===== src/rtl/pc_unit.sv =====
// Program-counter stage: resolves branch/jump conditions from the ALU flags,
// selects and registers the next PC, and tracks run/halt/trap state plus retired count.
module pc_unit #(
  parameter logic [31:0] RESET_PC = 32'h0000_0000,
  parameter int unsigned CNT_W    = 32
) (
  input  logic             CLK,
  input  logic             Reset,
  input  logic             PCWre,
  input  logic             Halt,
  input  logic [2:0]       BranchType,
  input  logic [1:0]       JumpType,
  input  logic             Zero,
  input  logic             Sign,
  input  logic [31:0]      Imm32,
  input  logic [25:0]      JumpAddr,
  input  logic [31:0]      RegAddr,
  output logic [31:0]      PC,
  output logic [31:0]      PCPlus4,
  output logic [31:0]      NextPC,
  output logic             Taken,
  output logic             Halted,
  output logic             Trap,
  output logic [CNT_W-1:0] InstrCount
);

  typedef enum logic [1:0] {
    ST_RUN  = 2'b00,
    ST_HALT = 2'b01,
    ST_TRAP = 2'b10
  } state_t;

  localparam logic [2:0] BR_BEQ  = 3'b001;
  localparam logic [2:0] BR_BNE  = 3'b010;
  localparam logic [2:0] BR_BLTZ = 3'b011;
  localparam logic [2:0] BR_BGEZ = 3'b100;
  localparam logic [2:0] BR_BGTZ = 3'b101;
  localparam logic [2:0] BR_BLEZ = 3'b110;

  localparam logic [1:0] JT_J  = 2'b01;
  localparam logic [1:0] JT_JR = 2'b10;

  localparam logic [CNT_W-1:0] CNT_ONE = {{(CNT_W-1){1'b0}}, 1'b1};

  state_t           state, state_next;
  logic [31:0]      pc, pc_next;
  logic [CNT_W-1:0] cnt, cnt_next;

  logic [31:0] pc_plus4;
  logic [31:0] branch_target;
  logic [31:0] jump_target;
  logic [31:0] sel_pc;
  logic        sel_taken;
  logic        branch_cond;
  logic        jump_sel;
  logic        jr_misaligned;

  assign pc_plus4      = pc + 32'd4;
  assign branch_target = pc_plus4 + (Imm32 << 2);
  assign jump_sel      = (JumpType == JT_J) || (JumpType == JT_JR);
  assign jr_misaligned = (JumpType == JT_JR) && (RegAddr[1:0] != 2'b00);

  // NOTE: every always_comb output gets a default first so no path leaves it unassigned (no latch).
  always_comb begin
    branch_cond = 1'b0;
    unique case (BranchType)
      BR_BEQ:  branch_cond = Zero;
      BR_BNE:  branch_cond = !Zero;
      BR_BLTZ: branch_cond = Sign;
      BR_BGEZ: branch_cond = !Sign;
      BR_BGTZ: branch_cond = !Sign && !Zero;
      BR_BLEZ: branch_cond = Sign || Zero;
      default: branch_cond = 1'b0;
    endcase
  end

  always_comb begin
    jump_target = RegAddr;
    if (JumpType == JT_J) jump_target = {pc_plus4[31:28], JumpAddr, 2'b00};
  end

  // Halt outranks jumps, jumps outrank branches; outside RUN the PC is pinned.
  always_comb begin
    sel_pc    = pc_plus4;
    sel_taken = 1'b0;
    if (state != ST_RUN || Halt) begin
      sel_pc    = pc;
      sel_taken = 1'b0;
    end else if (jump_sel) begin
      sel_pc    = jump_target;
      sel_taken = 1'b1;
    end else if (branch_cond) begin
      sel_pc    = branch_target;
      sel_taken = 1'b1;
    end
  end

  // A misaligned JR traps without retiring; Halt on the same edge wins.
  always_comb begin
    state_next = state;
    pc_next    = pc;
    cnt_next   = cnt;
    if (PCWre) begin
      unique case (state)
        ST_RUN: begin
          if (Halt) begin
            state_next = ST_HALT;
            cnt_next   = cnt + CNT_ONE;
          end else if (jr_misaligned) begin
            state_next = ST_TRAP;
          end else begin
            pc_next  = sel_pc;
            cnt_next = cnt + CNT_ONE;
          end
        end
        default: state_next = state;
      endcase
    end
  end

  // NOTE: sequential state uses non-blocking assignments so all registers update together.
  always_ff @(posedge CLK or negedge Reset) begin
    if (!Reset) begin
      state <= ST_RUN;
      pc    <= RESET_PC;
      cnt   <= '0;
    end else begin
      state <= state_next;
      pc    <= pc_next;
      cnt   <= cnt_next;
    end
  end

  assign PC         = pc;
  assign PCPlus4    = pc_plus4;
  assign NextPC     = sel_pc;
  assign Taken      = sel_taken;
  assign Halted     = (state == ST_HALT);
  assign Trap       = (state == ST_TRAP);
  assign InstrCount = cnt;

endmodule


===== config.mk =====
export PLATFORM = sky130hd
export DESIGN_NAME = pc_unit
export DESIGN_NICKNAME = d
export VERILOG_FILES = /design/src/rtl/pc_unit.sv
export SDC_FILE = /design/constraint.sdc
export NUM_CORES = 1
export LEC_CHECK = 0
export BUFFER_PORTS_ARGS = -buffer_cell sky130_fd_sc_hd__buf_2
export CAP_MARGIN = 25
export CORE_MARGIN = 2
export CORE_UTILIZATION = 40
export CTS_BUF_LIST = sky130_fd_sc_hd__clkbuf_8 sky130_fd_sc_hd__clkbuf_16
export CTS_CLUSTER_DIAMETER = 60
export DETAILED_ROUTE_END_ITERATION = 16
export PLACE_DENSITY = 0.67
export SLEW_MARGIN = 20
export SYNTH_ARGS = -nofsm -noshare
export SYNTH_HDL_FRONTEND = slang
export SYNTH_SLANG_ARGS = --single-unit
export TNS_END_PERCENT = 1

===== constraint.sdc =====
create_clock -name CLK -period 14 [get_ports CLK]
set_input_delay 2.8 -clock CLK [delete_from_list [all_inputs] [get_ports CLK]]
set_output_delay 2.8 -clock CLK [all_outputs]
set_load 0.01 [all_outputs]

==> out/results.ini, run 1 <==
[die]
die_h_um=128
initial_utilization_pct=40.6
rows=45
core_area_um2=15100
num_io_pins=232
die_w_um=128
dieArea_um2=16400

[detailed_routing]
drc=0
vias=6474
ant_nets=0
post_drt_wl_per_cell_um=17.9
drt_wl_total_mm=20.7
drt_iter0_markers=462
dr.pass1.iters=5
via_per_inst=5.59

[placed_design]
placed_cells=1143
place_congestion=0.912
placed_area_um2=7490
hpwl_mm=15.6
io_buffers=229

[layout]
fin_util_pct=51.3
nFillCells=1520
fin_area_um2=7770
synthToLayoutAreaGrowth_pct=26.3
num-nets-final=1107
drive_above_1_share_pct=30.1
n_antenna_cell=0
layout.cells.non_filler=1159

[clocking]
cts.sinks=66
clk_latency_ns=0.34
numCtsBuffers=9
holdBufCountCts=0
post-cts-setup-buffers=0
post_cts_resized=0
cts_max_level=3
clk_pin_slew_ns=0.06
cts_root_buffer=clkbuf_16
cts_tree=done
cts.path.max_buffers=2

[critical_path]
crit_required_ns=11.20
crit_path_top_delay_cell=a311oi_1
slowest_delay_ns=0.53
critPathMaxFanout=4
endpoint_kind=output pin
crit_chain=buf_2 -> ha_1 -> fa_1 -> a21o_1 -> a21oi_1 -> o21ai_1 -> a21oi_1 -> o31a_1 -> xnor2_1 -> nand2_1 -> a311oi_1 -> a21o_1 -> buf_2
cp-start-kind=input pin
cp_data_arrival_time_ns=5.81
path_class=in -> out

[sta]
whs_ns=0.479
min_period_over_period_pct=61.5
fmax_ghz=0.116
rsz0062_at_grt=no
layout_min_cycle_time_ns=8.61
hold_violations=0
clock_skew_ns=0.00718
tns_ns=0
report.final.slew_viol_count=0
worstMarginPinSlew_ns=0.913
setup_violations=0
relSlewSlack_pct=39.1

[global_route]
overflow=0
antenna_found_initial=0
first_global_vias=6023
grt_pass1_wl_mm=32.1
grt_usage_pct=25.0
grt_max_degree=67

[logic_synthesis]
ys_top_cells_by_area=dfrtp_1, ha_1, xnor2_1, nand2_1, mux2_2
synth_ff_type=dfrtp_1
async_reset_ff_share_pct=100
yosys_warnings=0
ys_seq_elements=66
syn_nets=891
synth_area_per_cell_um2=8.21
synth_cell_type_count=61
synth_most_common_cell=nand2_1
synth-simple-area-share_pct=21.4
synth_commonest_cells=nand2_1, dfrtp_1, nor2_1
synth_xor_area_share_pct=11.9
synth.mux.area_fraction_pct=8.70
synth_top_family_by_area=simple AND/OR/NAND/NOR gates
synth_top_cell_by_area=dfrtp_1
yosysSeqAreaShare_pct=26.8
synth_edf_count=0
synth_compound_area_share_pct=19.9
synthAdderAreaFrac_pct=8.25
syn_inst=750
netlist_area_um2=6150
synth_top_area_share_pct=26.8

[power_and_ir_drop]
powerDensity_nw_per_um2=153
peakVddDrop_mv=0.0698
power.leakage_nw=4.07

[run_status]
outcome=completed

[hold_path]
hold_path_class=reg -> reg

[job]
maxCapViolCount=0

==> routing by layer <==
layer	global-route usage, %	share of wire (%)	up-vias	wire length (µm)
li1	-	-	3144	-
met1	34.2	45	3052	9410
met2	40.4	45	247	9410
met3	4.92	7.3	31	1520
met4	6.79	1.9	0	388
met5	0	0	-	0
==> metrics by stage <==
step	total power, mW	setup slack (ns)
2_1_floorplan	0.728	6.27
3_3_place_gp	0.951	5.45
3_5_place_dp	0.957	5.47
4_1_cts	1.19	5.44
5_1_grt	1.28	5.23
6_report	1.19	5.39
==> worst max-delay path, delay by kind of cell <==
family                     cells  cell delay, ns
AOI/OAI and AO/OA              7            1.95
buffers and inverters          2            0.23
adders and majority gates      2            0.63
xor gates and xnor gates       1            0.13
and+or+nand+nor                1            0.06
==> logic make-up (layout without fill, tap and decap cells) <==
logic type,count (synthesis),in the layout
AOI/OAI and AO/OA,186,186
adders and majority gates,40,40
DFF,66,66
buffers and inverters,47,268
xor gates and xnor gates,83,83
muxes,50,50
and+or+nand+nor,278,278
==> worst paths after layout <==
path	startpoint	endpoint	slack (ns)	depth (start not counted)
min in group asynchronous	Reset	InstrCount[15]	2.66	2
max in group asynchronous	Reset	PC[17]	10.74	2
min reg2reg	InstrCount[31]	InstrCount[31]	0.48	1
max reg2reg	PC[12]	PC[29]	9.36	14
max	Imm32[0]	NextPC[22]	5.39	13
min	InstrCount[31]	InstrCount[31]	0.48	1
==> state kept, by name (all words and copies together) (netlist names) <==
name,count
state,2
PC,32
InstrCount,32
==> power breakdown <==
part           switching, mW  leakage [nW]  internal [mW]
logic                  0.383          3.06          0.288
registers             0.0616         0.875          0.228
clock network          0.103         0.132          0.123
==> layout by cell type (no fill, tap or decap), types with 4 or more instances in the layout <==
master,n
nor4_1,4
a211oi_1,12
buf_2,229
nand2b_1,4
o21bai_1,4
nand2_1,110
nor2b_1,13
xnor2_1,49
a21oi_1,47
ha_1,37
nand4_1,13
o211ai_1,10
clkbuf_16,9
and4_1,5
nor3_1,13
a22o_1,4
a31oi_1,11
o21ai_1,13
xor2_1,33
o21a_1,4
dfrtp_1,66
nand3_1,28
nor2_1,53
inv_1,15
a21o_1,31
mux2_2,28
a221o_1,4
o21ai_0,20
and3_1,15
buf_4,7
mux2i_1,21
==> layout make-up <==
class	count	area [µm²]	area share, %
sequential	66	1650	21.2
clock inverter	7	62.6	0.805
multi-input combinational	637	4340	55.8
inverter	16	60.1	0.772
timing repair buffer	236	1200	15.4
tap	188	235	3.03
clock buffer	9	225	2.90
Note: power is estimated with default switching activity, not from simulation.
==> inputs of run 2 (changes only) <==
PLACE_DENSITY = 0.7   (was 0.67)
clock period = 7.2 ns   (was 14 ns; I/O delays follow)
==> run 2 against run 1 <==
Critical path depth grew 2. Clock skew shrank 0.0016 ns. Sequential cell count is the same. First-iteration DRC count shrank 1.9%. Count of clock-buffer cells in the layout is the same. Utilization grew 0.13 points. Cell area grew 0.26%. Worst hold slack lost 0.014 ns. Via count shrank 0.76%.
==> out/results.ini, run 2 (synthesis gave the netlist of run 1 again) <==
[critical_path]
endpoint=NextPC[31]
rrSetupSlack_ns=2.73
crit_chain=nand4_1 -> or4_1 -> or4_1 -> xnor2_1 -> ha_1 -> a21o_1 -> a21o_1 -> a21o_1 -> a21oi_1 -> a21oi_1 -> o21a_1 -> o211ai_1 -> mux2i_1 -> a221o_1 -> buf_2
r2r_start=PC[12]
cp_data_arrival_time_ns=4.91
cpMostUsedCell=a21o_1
critPathMaxFanout=8
cp-start-kind=flip-flop
reg2reg_depth=14
path_class=reg -> out
path_depth=15
reg2reg_to=PC[31]
slowest_delay_ns=0.65
crit_path_top_delay_cell=or4_1
crit_required_ns=5.76
crit_path_start=PC[12]
worst-path-buf-inv=1
cpLargestDelayFamily=compound AO/OA/AOI/OAI gates
endpoint_kind=output pin

[die]
core_area_um2=15100
dieArea_um2=16400
rows=45
initial_utilization_pct=40.6
die_w_um=128
die_h_um=128
num_io_pins=232

[layout]
fin_area_um2=7790
num-nets-final=1107
seq_area_um2=1650
layout.cells.non_filler=1159
drive_above_1_share_pct=30.1
synthToLayoutAreaGrowth_pct=26.7
n_antenna_cell=0
nFillCells=1502
layout_commonest_cell=buf_2
multi_input_comb_area_um2=4340
mostFrequentLayoutCells=buf_2, nand2_1, dfrtp_1

[power_and_ir_drop]
comb_power_share_pct=55.7
swShare_pct=45.1
peakVddDrop_mv=0.131
powerDensity_nw_per_um2=299
clockPowerShare_pct=20.1
switchingPower_mw=1.05
power.internal_mw=1.28
share_seq_of_total_power_pct=24.2
power.leakage_nw=4.08

[sta]
layout_min_cycle_time_ns=6.35
tns_ns=0
setup_violations=0
clock_skew_ns=0.00555
rsz0062_at_grt=no
worstMarginPinSlew_ns=0.921
report.final.slew_viol_count=0
fmax_ghz=0.157
fin_ws_ns=0.849
hold_violations=0
relSlewSlack_pct=38.6
min_period_over_period_pct=88.2

[global_route]
overflow=0
grt_pass1_wl_mm=31.8
antenna_found_initial=0
grt_max_degree=67
first_global_vias=6088
grt_usage_pct=24.6

[placed_design]
post-place-ws_ns=1.26
io_buffers=229
place_congestion=0.915
placed_cells=1143
hpwl_mm=15.3
placed_area_um2=7490

[detailed_routing]
drt_wl_total_mm=20.3
dr.pass1.iters=5
ant_nets=0
via_per_inst=5.54
vias=6425
drc=0
drt_iter0_markers=453
post_drt_wl_per_cell_um=17.5

[hold_path]
hold_path_class=reg -> reg

[clocking]
cts_tree=done
clk_pin_slew_ns=0.06
clk_latency_ns=0.34
cts_root_buffer=clkbuf_16
cts_max_level=3
holdBufCountCts=0
numCtsBuffers=9
post_cts_resized=0
post-cts-setup-buffers=0
cts.sinks=66
cts.path.max_buffers=2

[job]
maxCapViolCount=0

[run_status]
outcome=completed

run 2: changes by cell type in the layout (fill, tap and decap cells not counted):
cell / change
bufinv_16: +1
inv_8: -1
inv_6: +2
clkinv_4: -1
clkinvlp_4: -1
run 2: routing by layer:
layer,GRT usage [%],up-vias,part of all wire (%)
met5,0,-,0
met4,6.01,0,1.2
met3,5.47,21,7.1
met2,39.9,232,46
met1,33.4,3016,46
li1,-,3156,-
run 2: worst reg2reg max path: cells and delay by family (launching register included):
family	cells	cell delay, ns
AOI/OAI and AO/OA	8	1.41
xor gates and xnor gates	2	0.54
adders and majority gates	1	0.37
DFF	1	0.48
and+or+nand+nor	3	1.51
run 2: through the flow:
step                      hold slack [ns]  power (mW)  util (%)
final                               0.465        2.33      51.5
after CTS                           0.470        2.34      51.5
after detailed placement            0.462        1.86      49.4
after floorplan                     0.498        1.42         -
after global placement              0.458        1.84      49.4
after global routing                0.509        2.51      51.5
run 2: cell type report:
cell class                      instances  share of cell area (%)
Clock buffer                            9                    2.89
Clock inverter                          7                    1.06
Inverter                               16                   0.770
Multi-Input combinational cell        637                    55.7
Sequential cell                        66                    21.2
Tap cell                              188                    3.02
Timing Repair Buffer                  236                    15.4
run 2: power by group through the flow:
stage	sequential, mW	clock [mW]	combinational (mW)
floorplan	0.573	0	0.842
global placement	0.563	0	1.28
detailed placement	0.567	0	1.29
CTS	0.562	0.481	1.30
global route	0.580	0.499	1.43
finish	0.563	0.469	1.30
run 2: worst min path at each step:
stage / from / endpoint / depth (start not counted)
floorplan: state[1] / state[1] / 1
global placement: InstrCount[31] / InstrCount[31] / 1
detailed placement: InstrCount[31] / InstrCount[31] / 1
CTS: InstrCount[31] / InstrCount[31] / 1
global route: InstrCount[26] / InstrCount[26] / 1
finish: InstrCount[31] / InstrCount[31] / 1
==> inputs of run 3 (changes only) <==
REMOVE_ABC_BUFFERS = 1   (was default)
==> run 3 against run 2 <==
Sequential cell count unchanged. Routed wire length decreased by 3.7%. First-iteration DRC count decreased by 18%. Non-clock buffer count increased by 3. Utilization increased by 0.34 points. Largest cell class unchanged. Total power decreased by 0.28%. Clock power increased by 3%.
==> out/results.ini, run 3 (synthesis gave the netlist of run 1 again) <==
[critical_path]
slowest_delay_ns=0.63
rrSetupSlack_ns=2.81
endpoint_kind=output pin
path_class=reg -> out
cp-start-kind=flip-flop
critPathMaxFanout=8
cp_data_arrival_time_ns=4.84
crit_path_top_delay_cell=or4_1
crit_required_ns=5.76
reg2reg_depth=14
crit_chain=nand4_1 -> or4_1 -> or4_1 -> xnor2_1 -> ha_1 -> a21o_1 -> a21o_1 -> a21o_1 -> a21oi_1 -> a21oi_1 -> o21a_1 -> o211ai_1 -> mux2i_1 -> a221o_1 -> buf_2
cpMostUsedCell=a21o_1

[sta]
fmax_ghz=0.159
clock_skew_ns=0.0125
report.final.slew_viol_count=0
tns_ns=0
layout_min_cycle_time_ns=6.28
rsz0062_at_grt=no
hold_violations=0
min_period_over_period_pct=87.2
worstMarginPinSlew_ns=0.921
setup_violations=0
relSlewSlack_pct=38.6

[hold_path]
hold_path_class=reg -> reg
holdPathStages=1

[layout]
nFillCells=1492
drive_above_1_share_pct=30.1
num-nets-final=1110
layout.cells.non_filler=1163
layout_commonest_cell=buf_2
synthToLayoutAreaGrowth_pct=27.5
mostFrequentLayoutCells=buf_2, nand2_1, dfrtp_1

[global_route]
first_global_vias=5933
overflow=0
busiest_layer=met2
antenna_found_initial=2
use_met2_pct=39.8
grt_util_met1_pct=30.2
grt_pass1_wl_mm=30.6
grt_usage_pct=23.6
grt_max_degree=67
use_met3_pct=6.30

[die]
num_io_pins=232
initial_utilization_pct=40.6
rows=45
die_h_um=128
die_w_um=128
core_area_um2=15100
dieArea_um2=16400

[clocking]
post-cts-setup-buffers=0
post_cts_resized=0
holdBufCountCts=0
cts_tree=done
cts.sinks=66
cts.path.max_buffers=2
clk_pin_slew_ns=0.07
cts_root_buffer=clkbuf_16
clk_latency_ns=0.35
cts_max_level=3
numCtsBuffers=9

[detailed_routing]
vias=6339
via_per_inst=5.45
drt_wl_total_mm=19.6
ant_nets=0
drt_iter0_markers=370
post_drt_wl_per_cell_um=16.8
dr.pass1.iters=5
drc=0

[placed_design]
hpwl_mm=14.7
placed_cells=1145
io_buffers=229
place_congestion=0.865

[power_and_ir_drop]
powerDensity_nw_per_um2=296
power_mw=2.32
power.leakage_nw=4.11
peakVddDrop_mv=0.208

[run_status]
outcome=completed

[job]
maxCapViolCount=0

-- run 3: cell type report --
| type | count | area [µm²] | share of cell area (%) |
|---|---|---|---|
| inverters | 16 | 60.1 | 0.765 |
| multi-input cells | 637 | 4340 | 55.3 |
| diodes | 2 | 5.00 | 0.0638 |
| clock inverters | 5 | 80.1 | 1.02 |
| repair buffers | 239 | 1230 | 15.7 |
| flip-flops and latches | 66 | 1650 | 21.0 |
| clock buffers | 10 | 239 | 3.05 |
| well taps | 188 | 235 | 3.00 |
-- run 3: per-stage QoR --
stage               hold slack, ns  util [%]  area [µm²]  worst slack, ns
finish                       0.480      51.8        7850            0.919
global placement             0.463      49.5        7500             1.29
global route                 0.512      51.8        7840            0.579
detailed placement           0.473      49.5        7500             1.28
CTS                          0.482      51.6        7820            0.881
floorplan                    0.498         -        6030            0.773
-- run 3: routing by layer --
layer	up-vias	part of all wire, %
li1	3154	-
met1	2963	44
met2	205	47
met3	17	7.4
met4	0	1.4
met5	-	0
-- run 3: where the power goes --
| group | switching [mW] | total, mW | internal (mW) | leakage, nW |
|---|---|---|---|---|
| Combinational | 0.719 | 1.28 | 0.564 | 3.08 |
| Sequential | 0.113 | 0.557 | 0.444 | 0.875 |
| Clock | 0.172 | 0.482 | 0.310 | 0.156 |
-- run 3: worst paths after layout --
path	startpoint	to
worst max-delay path	PC[12]	NextPC[31]
worst min-delay path	InstrCount[16]	InstrCount[16]
worst max register to register	PC[12]	PC[31]
worst min register to register	InstrCount[16]	InstrCount[16]
max in group asynchronous	Reset	PC[24]
min in group asynchronous	Reset	PC[20]
-- run 3: worst max-delay path: cells and delay by family (launching register included) --
family	cells	cell delay [ns]
compound gates	8	1.64
simple gates	3	1.44
flops	1	0.49
fa+ha+maj	1	0.35
xor+xnor	1	0.30
buf+inv	1	0.15
mux	1	0.13
